===== config.mk =====
export PLATFORM = sky130hd
export DESIGN_NAME = alu_control_md
export DESIGN_NICKNAME = d
export VERILOG_FILES = /design/src/rtl/alu_control_md_pkg.sv /design/src/rtl/alu_control_md_md_unit.sv /design/src/rtl/alu_control_md.sv
export SDC_FILE = /design/constraint.sdc
export NUM_CORES = 1
export LEC_CHECK = 0
export BUFFER_PORTS_ARGS = -buffer_cell sky130_fd_sc_hd__clkbuf_2
export CORE_ASPECT_RATIO = 0.6
export CORE_MARGIN = 2
export CORE_UTILIZATION = 33
export CTS_CLUSTER_DIAMETER = 150
export DETAILED_ROUTE_END_ITERATION = 16
export PLACE_DENSITY_LB_ADDON = 0.12
export SLEW_MARGIN = 20
export SYNTH_ARGS = -nofsm -noshare
export SYNTH_HDL_FRONTEND = slang
export SYNTH_SLANG_ARGS = --single-unit

===== constraint.sdc =====
create_clock -name Clk -period 7.5 [get_ports Clk]
set_input_delay 1.125 -clock Clk [delete_from_list [all_inputs] [get_ports Clk]]
set_output_delay 1.125 -clock Clk [all_outputs]
set_load 0.01 [all_outputs]

===== src/rtl/alu_control_md_pkg.sv =====
// Shared encodings for the execute-stage ALU control: select codes, R-type
// function fields, main-control ALU classes and the multiply/divide FSM states.
package alu_control_md_pkg;

  localparam logic [3:0] SEL_AND     = 4'b0000;
  localparam logic [3:0] SEL_OR      = 4'b0001;
  localparam logic [3:0] SEL_ADD     = 4'b0010;
  localparam logic [3:0] SEL_SUB     = 4'b0110;
  localparam logic [3:0] SEL_SLT     = 4'b0111;
  localparam logic [3:0] SEL_NOR     = 4'b1100;
  localparam logic [3:0] SEL_XOR     = 4'b1101;
  localparam logic [3:0] SEL_PASS_HI = 4'b1000;
  localparam logic [3:0] SEL_PASS_LO = 4'b1001;

  localparam logic [5:0] FN_MFHI  = 6'h10;
  localparam logic [5:0] FN_MFLO  = 6'h12;
  localparam logic [5:0] FN_MULTU = 6'h19;
  localparam logic [5:0] FN_DIVU  = 6'h1B;
  localparam logic [5:0] FN_ADD   = 6'h20;
  localparam logic [5:0] FN_ADDU  = 6'h21;
  localparam logic [5:0] FN_SUB   = 6'h22;
  localparam logic [5:0] FN_SUBU  = 6'h23;
  localparam logic [5:0] FN_AND   = 6'h24;
  localparam logic [5:0] FN_OR    = 6'h25;
  localparam logic [5:0] FN_XOR   = 6'h26;
  localparam logic [5:0] FN_NOR   = 6'h27;
  localparam logic [5:0] FN_SLT   = 6'h2A;

  localparam logic [1:0] AOP_ADD   = 2'b00;
  localparam logic [1:0] AOP_SUB   = 2'b01;
  localparam logic [1:0] AOP_RTYPE = 2'b10;
  localparam logic [1:0] AOP_OR    = 2'b11;

  typedef enum logic [1:0] {
    MD_IDLE = 2'd0,
    MD_MUL  = 2'd1,
    MD_DIV  = 2'd2
  } mdState_t;

endpackage


===== src/rtl/alu_control_md_md_unit.sv =====
// Iterative unsigned multiply/divide, one bit per cycle, owning HI/LO.
// HI/LO change only on the last iteration so readers never see partial results.
module md_unit
  import alu_control_md_pkg::*;
#(
  parameter int WIDTH = 32
) (
  input  logic             Clk,
  input  logic             Rst_n,
  input  logic             start,
  input  logic             isDiv,
  input  logic [WIDTH-1:0] opA,
  input  logic [WIDTH-1:0] opB,
  output logic             busy,
  output logic [WIDTH-1:0] hi,
  output logic [WIDTH-1:0] lo
);
  localparam int CNT_W = $clog2(WIDTH);

  mdState_t         state, stateNext;
  logic [CNT_W-1:0] cnt;
  logic             lastIter;
  logic             load;
  logic [WIDTH-1:0] operand, accHi, accLo, accHiNext, accLoNext;
  logic [WIDTH:0]   mulSum, divShift;

  assign busy     = (state != MD_IDLE);
  assign lastIter = (cnt == CNT_W'(WIDTH - 1));
  assign load     = start && (state == MD_IDLE);

  always_ff @(posedge Clk or negedge Rst_n) begin
    if (!Rst_n) state <= MD_IDLE;
    else        state <= stateNext;
  end

  always_comb begin
    stateNext = state;
    case (state)
      MD_IDLE: if (start) stateNext = isDiv ? MD_DIV : MD_MUL;
      MD_MUL,
      MD_DIV:  if (lastIter) stateNext = MD_IDLE;
      default: stateNext = MD_IDLE;
    endcase
  end

  always_ff @(posedge Clk or negedge Rst_n) begin
    if (!Rst_n)    cnt <= '0;
    else if (load) cnt <= '0;
    else if (busy) cnt <= lastIter ? '0 : cnt + 1'b1;
  end

  // Mul: accHi = partial product, accLo = multiplier. Div: accHi = remainder, accLo = quotient.
  always_comb begin
    mulSum    = {1'b0, accHi} + (accLo[0] ? {1'b0, operand} : {(WIDTH+1){1'b0}});
    divShift  = {accHi, accLo[WIDTH-1]};
    accHiNext = accHi;
    accLoNext = accLo;
    if (state == MD_MUL) begin
      {accHiNext, accLoNext} = {mulSum, accLo[WIDTH-1:1]};
    end else if (state == MD_DIV) begin
      if (divShift >= {1'b0, operand}) begin
        accHiNext = WIDTH'(divShift - {1'b0, operand});
        accLoNext = {accLo[WIDTH-2:0], 1'b1};
      end else begin
        accHiNext = divShift[WIDTH-1:0];
        accLoNext = {accLo[WIDTH-2:0], 1'b0};
      end
    end
  end

  // A zero divisor always "fits", giving all-ones quotient and the dividend as remainder.
  always_ff @(posedge Clk) begin
    if (load) begin
      operand <= isDiv ? opB : opA;
      accHi   <= '0;
      accLo   <= isDiv ? opA : opB;
    end else begin
      accHi   <= accHiNext;
      accLo   <= accLoNext;
    end
  end

  always_ff @(posedge Clk or negedge Rst_n) begin
    if (!Rst_n) begin
      hi <= '0;
      lo <= '0;
    end else if (busy && lastIter) begin
      hi <= accHiNext;
      lo <= accLoNext;
    end
  end

endmodule


===== src/rtl/alu_control_md.sv =====
// Execute-stage ALU control: decodes AluOp/Func into the ID/EX select register,
// starts the multiply/divide unit and stalls HI/LO-dependent instructions while it runs.
module alu_control_md
  import alu_control_md_pkg::*;
#(
  parameter int WIDTH = 32,
  parameter int SIG_W = 4
) (
  input  logic             Clk,
  input  logic             Rst_n,
  input  logic             InValid,
  input  logic [1:0]       AluOp,
  input  logic [5:0]       Func,
  input  logic [WIDTH-1:0] OpA,
  input  logic [WIDTH-1:0] OpB,
  output logic [SIG_W-1:0] AluSig,
  output logic             ExValid,
  output logic             Illegal,
  output logic             Stall,
  output logic             Busy,
  output logic [WIDTH-1:0] Hi,
  output logic [WIDTH-1:0] Lo
);
  logic [4:0]       dec;
  logic             isRType, mdFunc, isMdOp, accepted, mdStart;
  logic [SIG_W-1:0] aluSig_p1;
  logic             vld_p1, illegal_p1;

  // Returns {illegal, select}.
  function automatic logic [4:0] decodeSel(input logic [1:0] aluOp, input logic [5:0] func);
    logic [4:0] r;
    r = {1'b0, SEL_ADD};
    case (aluOp)
      AOP_ADD: r = {1'b0, SEL_ADD};
      AOP_SUB: r = {1'b0, SEL_SUB};
      AOP_OR:  r = {1'b0, SEL_OR};
      default: begin
        case (func)
          FN_ADD, FN_ADDU, FN_MULTU, FN_DIVU: r = {1'b0, SEL_ADD};
          FN_SUB, FN_SUBU: r = {1'b0, SEL_SUB};
          FN_AND:          r = {1'b0, SEL_AND};
          FN_OR:           r = {1'b0, SEL_OR};
          FN_XOR:          r = {1'b0, SEL_XOR};
          FN_NOR:          r = {1'b0, SEL_NOR};
          FN_SLT:          r = {1'b0, SEL_SLT};
          FN_MFHI:         r = {1'b0, SEL_PASS_HI};
          FN_MFLO:         r = {1'b0, SEL_PASS_LO};
          default:         r = {1'b1, SEL_ADD};
        endcase
      end
    endcase
    return r;
  endfunction

  assign dec      = decodeSel(AluOp, Func);
  assign isRType  = (AluOp == AOP_RTYPE);
  assign isMdOp   = (Func == FN_MULTU) || (Func == FN_DIVU);
  assign mdFunc   = isMdOp || (Func == FN_MFHI) || (Func == FN_MFLO);
  assign Stall    = InValid && Busy && isRType && mdFunc;
  assign accepted = InValid && !Stall;
  assign mdStart  = accepted && isRType && isMdOp;

  md_unit #(.WIDTH(WIDTH)) uMd (
    .Clk   (Clk),
    .Rst_n (Rst_n),
    .start (mdStart),
    .isDiv (Func == FN_DIVU),
    .opA   (OpA),
    .opB   (OpB),
    .busy  (Busy),
    .hi    (Hi),
    .lo    (Lo)
  );

  // ID/EX boundary: anything not accepted becomes a bubble.
  always_ff @(posedge Clk or negedge Rst_n) begin
    if (!Rst_n) begin
      aluSig_p1  <= SIG_W'(SEL_ADD);
      vld_p1     <= 1'b0;
      illegal_p1 <= 1'b0;
    end else if (accepted) begin
      aluSig_p1  <= SIG_W'(dec[3:0]);
      vld_p1     <= 1'b1;
      illegal_p1 <= dec[4];
    end else begin
      aluSig_p1  <= SIG_W'(SEL_ADD);
      vld_p1     <= 1'b0;
      illegal_p1 <= 1'b0;
    end
  end

  assign AluSig  = aluSig_p1;
  assign ExValid = vld_p1;
  assign Illegal = illegal_p1;

endmodule


==> flow_summary.ini, run 1 <==
[run_status]
status = completed

[finish]
final_cells = 1998
drive_gt1_share_pct = 18.33
diodes = 0
ff_latch_area_um2 = 4170
syn_to_final_growth_pct = 13.83
final_cell_mix = nand2_1 (168), clkbuf_2 (145), o21ai_0 (118), nor2_1 (114), a21oi_1 (112)
final_nets = 1660
final_common_cell = nand2_1
stdcell_area_um2 = 13850
fillers = 3778
multi_input_area_um2 = 7502

[timing]
rsz0062_at_grt = no
maxSlewViolCount = 0
hold_violations = 0
worstMarginPinSlew_ns = 0.9413
holdWs_ns = 0.4808
period_minus_slack_ns = 4.148
maxSlewHeadroom_pct = 37.02
setup_viol = 0
fin_skew_ns = 0.02152
finalCritPeriodShare_pct = 55.31
setup_tns_ns = 0
fmax_mhz = 241.1

[synth]
muxShareOfSynthArea_pct = 9.583
yosys_most_used_dff = dfrtp_1
netlist.top_cell.by_area = dfrtp_1
synth_top_area_share_pct = 15.63
ys_ff_latch = 173
synthCells = 1423
avgSynthCellArea_um2 = 8.552
ys_async_sr_fraction_pct = 44.51
synth_top_family_by_area = compound AO/OA/AOI/OAI gates
syn-num-nets = 1574
synth-edff-count = 32
synth_area_um2 = 12170
synth-xor-area-share_pct = 3.815
synthAdderAreaFrac_pct = 7.937
ys_warn_count = 0
synth_cell_types = 83
synth.top_cells.by_area = dfrtp_1 (16%), dfxtp_1 (11%), edfxtp_1 (7.9%), ha_1 (7.6%), mux2_2 (6.3%)
synth_compound_area_share_pct = 22.58
ys_seq_area_share_pct = 34.27
synthSimpleGateAreaFrac_pct = 17.37

[global_routing]
grt_max_degree = 95
use_met3_pct = 4.988
grt-busiest-layer = met1
grt_pass1_wl_um = 62580
grt_usage_pct = 21.47
grt_pass1_vias = 10030
grt_use_met1_pct = 35.52
use_met2_pct = 27.11
antenna_found_initial = 2
grt_overflow = 0

[critical_path]
slowest_delay_ns = 0.48
critical_path.slowest_cell = a221oi_1
endpoint_kind = flop
critPathTopFamily = compound AO/OA/AOI/OAI gates
r2r_start = uMd.accLo[0]
critPathArrivalTime_ns = 4.47
crit_path_start = uMd.accLo[0]
rr_worst_depth = 12
crit_type = reg2reg
cp.required_ns = 7.82
path_max_fanout = 32
rr_endpoint = uMd.hi[27]
cp-start-kind = flop
worst-path-buf-inv = 1
rrSetupSlack_ns = 3.35
path_cells = buf_4 -> and2_1 -> ha_1 -> fa_1 -> a21o_1 -> a221oi_1 -> o21ai_1 -> a21oi_1 -> o311ai_1 -> a41o_1 -> a211oi_1 -> o21ai_0

[placement]
dpl_cell_area_um2 = 13250
dp.cells = 1966
io_buffer_count = 146
dp.final_hpwl_um = 30880
gp_congestion = 0.9059

[worst_hold_path]
min_path_type = reg2reg
worstHoldEndpoint = uMd.hi[19]
min_delay_path_depth = 2
min_from = uMd.hi[19]

[detailed_routing]
post-route-drc-count = 0
dr.pass1.iters = 7
ant_nets = 0
vias = 10830
drtIter0Drc = 965
routed_via_density = 5.422
drt-total-wl_um = 40940
wl_per_cell_um = 20.49

[power_and_ir_drop]
leakagePower_nw = 6.181
power_density_nw_per_um2 = 385.4
vdd_drop_max_mv = 0.1924

[cts]
clk_pin_slew_ns = 0.09
cts_made_buffers = 17
clock_latency_ns = 0.46
cts_tree = done
cts_resized = 0
htree_levels = 4
root_buffer = clkbuf_16
cts_setup_buffers = 0
cts.sinks = 173
holdBufCountCts = 0
clockBufferDepth = 2

[floorplanning]
io_pins = 147
die_y_um = 152.7
die_area_um2 = 38480
start_util_pct = 33.48
fp.coreArea_um2 = 36350
die_w_um = 251.9
placementRows = 54

[job]
maxCapViolations = 0
synth_stat cells, types with 6 or more instances:
cell        n
edfxtp_1   32
o21ai_1    19
dfrtp_1    76
a211o_1     8
mux2i_1    40
nand4_1    11
clkbuf_1   61
o31a_1     15
nor3_1     24
ha_1       74
and3_1      9
nor2b_1    16
a21oi_1   112
nand2_1   169
o21ai_0   118
a211oi_1   11
o211ai_1    7
nand3_1    34
and2_1     43
nand2b_1   11
inv_1      47
a31oi_1     8
o21a_1     11
nor2_1    114
dfxtp_1    64
buf_2      13
o211a_1    14
xnor2_1    28
a22oi_1     6
buf_1      11
mux2_2     68
xor2_1     25
a21o_1     23
cell type report:
type                            count  share of cell area, %
Tap cell                          476                  4.300
Clock buffer                       18                  3.170
Timing Repair Buffer              155                  5.781
Sequential cell                   173                  30.11
Multi-Input combinational cell   1115                  54.16
Inverter                           47                  1.292
Clock inverter                     14                  1.192
where the power goes:
group | leakage, nW | switching [W] | internal, W
Sequential | 1.85 | 0.000302 | 0.00126
Clock | 0.296 | 0.000468 | 0.000460
Combinational | 4.03 | 0.00176 | 0.00109
Total | 6.18 | 0.00253 | 0.00281
per-stage QoR:
| stage | worst slack (ns) | total power, W | utilization, % |
|---|---|---|---|
| 2_1_floorplan | 3.429 | 0.003473 | - |
| 3_3_place_gp | 3.157 | 0.004375 | 36.45 |
| 3_5_place_dp | 3.085 | 0.004360 | 36.45 |
| 4_1_cts | 3.403 | 0.005328 | 38.11 |
| 5_1_grt | 3.136 | 0.005761 | 38.11 |
| 6_report | 3.352 | 0.005338 | 38.11 |
worst max path at each step:
stage          cells after the start  slack, ns              end
2_1_floorplan                     10       3.43   uMd.operand[0]
3_3_place_gp                      10       3.16  uMd.operand[27]
3_5_place_dp                      11       3.08    uMd.accLo[29]
4_1_cts                           12       3.40       uMd.hi[27]
5_1_grt                           12       3.14       uMd.hi[27]
6_report                          12       3.35       uMd.hi[27]
registers in the layout (all words and copies together) (netlist names), 2 cells and up:
signal and flops:
AluSig 4, uMd.accLo 32, uMd.state 2, uMd.cnt 5, uMd.hi 32, uMd.accHi 32, uMd.lo 32, uMd.operand 32
per-layer routing:
metal / part of all wire, % / wire length (um) / up-vias
met3: 7.2 / 2932 / 36
met2: 37 / 14970 / 351
met5: 0.064 / 26 / -
li1: - / - / 5298
met1: 55 / 22530 / 5144
met4: 1.2 / 480 / 4
tightest hold or removal path: stages, from the launching register on:
cell and delay, ns:
dfrtp_1 0.35, nand2_1 0.04, o21ai_0 0.06
logic make-up (layout without fill, tap and decap cells):
family                     after synthesis  count (layout)
DFF                                    173             173
xor gates and xnor gates                53              53
AOI/OAI and AO/OA                      422             422
muxes                                  108             108
and+or+nand+nor                        456             456
adders and majority gates               76              76
buffers and inverters                  135             234
Note: power is estimated with default switching activity, not from simulation.
==> run 2: changes to the inputs <==
==> constraint.sdc (replaced) <==
create_clock -name Clk -period 3.7 [get_ports Clk]
set_input_delay 0.555 -clock Clk [delete_from_list [all_inputs] [get_ports Clk]]
set_output_delay 0.555 -clock Clk [all_outputs]
set_load 0.01 [all_outputs]
==> run 2 against run 1 <==
  * Critical path depth shrank 1
  * Setup slack lost 3.2 ns
  * Clock power grew 100%
  * Critical endpoint is now uMd.hi[19]
  * Die area is the same
  * Global-route usage grew 1.0 points
==> flow_summary.ini, run 2 (synthesized netlist as in run 1, its figures left out) <==
[detailed_routing]
routed_via_density = 5.477
drtIter0Drc = 1143
ant_nets = 0
wl_per_cell_um = 21.21
dr.pass1.iters = 6
post-route-drc-count = 0
vias = 11190
drt-total-wl_um = 43310

[worst_hold_path]
min_path_type = in2async

[timing]
period_minus_slack_ns = 3.521
fin_skew_ns = 0.01537
hold_violations = 0
maxSlewHeadroom_pct = 37.05
setup_viol = 0
finalCritPeriodShare_pct = 95.15
rsz0062_at_grt = no
maxSlewViolCount = 0
setup_tns_ns = 0
fmax_mhz = 284.0
worstMarginPinSlew_ns = 0.9408

[critical_path]
cp.required_ns = 4.03
worst-path-buf-inv = 1
critPathTopFamily = compound AO/OA/AOI/OAI gates
critical_path.slowest_cell = dfxtp_1
crit_type = reg2reg
endpoint_kind = flop
slowest_delay_ns = 0.52
path_max_fanout = 13
cpMostUsedCell = o21ai_0
path_cells = ha_1 -> a21oi_1 -> o21ai_0 -> or2_1 -> a2111o_1 -> and3_4 -> nor2_4 -> buf_12 -> nand3b_1 -> a32oi_2 -> o21ai_0
critPathArrivalTime_ns = 3.85
cp-start-kind = flop

[floorplanning]
start_util_pct = 33.48
placementRows = 54
io_pins = 147
die_area_um2 = 38480
fp.coreArea_um2 = 36350
die_w_um = 251.9
die_y_um = 152.7

[cts]
cts_setup_buffers = 0
cts_tree = done
clockBufferDepth = 2
htree_levels = 4
clock_latency_ns = 0.46
cts_resized = 1
holdBufCountCts = 0
clk_pin_slew_ns = 0.08
cts.sinks = 173
root_buffer = clkbuf_16
cts_made_buffers = 17

[placement]
io_buffer_count = 146
dp.final_hpwl_um = 33190
gp_congestion = 0.9406
dpl_cell_area_um2 = 13670

[finish]
diodes = 0
fillers = 3744
final_common_cell = nand2_1
final_cell_mix = nand2_1 (168), clkbuf_2 (145), o21ai_0 (117), nor2_1 (114), a21oi_1 (110)
final_nets = 1704
syn_to_final_growth_pct = 17.66
stdcell_area_um2 = 14320
drive_gt1_share_pct = 21.14

[global_routing]
grt_overflow = 0
grt_pass1_vias = 10270
grt_usage_pct = 22.48
grt_pass1_wl_um = 65180
antenna_found_initial = 0
grt_max_degree = 78

[power_and_ir_drop]
vdd_drop_max_mv = 0.4115
power_density_nw_per_um2 = 794.9
leakagePower_nw = 6.448

[job]
maxCapViolations = 0

[run_status]
status = completed
[run 2: stage by stage]
step           total power (W)  instances  utilization [%]  setup slack [ns]  hold WS (ns)
2_1_floorplan         0.007040       1423                -            0.1986        0.2594
3_3_place_gp          0.009348       2010            37.59          0.005966        0.4651
3_5_place_dp          0.009286       2010            37.59           0.01012        0.4737
4_1_cts                0.01121       2042            39.25           0.04455        0.1294
5_1_grt                0.01217       2042            39.39           0.01976        0.1264
6_report               0.01138       2042            39.39            0.1793       0.08361
[run 2: power breakdown]
part,switching (W),total [W],internal (W)
Combinational,0.00391,0.00641,0.00250
Sequential,0.000568,0.00312,0.00255
Clock,0.000950,0.00186,0.000910
Total,0.00542,0.0114,0.00596
[run 2: layer usage]
| layer | global-route usage (%) | share of wire [%] | up-vias |
|---|---|---|---|
| met2 | 27.12 | 35 | 434 |
| met5 | 0 | 0 | - |
| met3 | 6.389 | 9.4 | 38 |
| met1 | 37.49 | 54 | 5316 |
| met4 | 4.396 | 1.3 | 0 |
| li1 | - | - | 5397 |
[run 2: final timing paths]
check,from,end,slack (ns),cells after the start
worst max register to register,uMd.accHi[15],uMd.hi[19],0.18,11
worst min-delay path,Rst_n,uMd.hi[7],0.08,2
max in group asynchronous,Rst_n,uMd.hi[30],3.15,2
min in group Clk,InValid,AluSig[2],0.35,2
worst max-delay path,uMd.accHi[15],uMd.hi[19],0.18,11
worst min register to register,uMd.hi[8],uMd.hi[8],0.49,2
[run 2: layout make-up]
| cell class | count | area, um2 | area share (%) |
|---|---|---|---|
| Clock inverter | 15 | 168.9 | 1.180 |
| Timing Repair Buffer | 199 | 1219 | 8.511 |
| Multi-Input combinational cell | 1115 | 7561 | 52.81 |
| Clock buffer | 17 | 425.4 | 2.971 |
| Inverter | 47 | 178.9 | 1.250 |
| Tap cell | 476 | 595.6 | 4.159 |
| Sequential cell | 173 | 4170 | 29.12 |
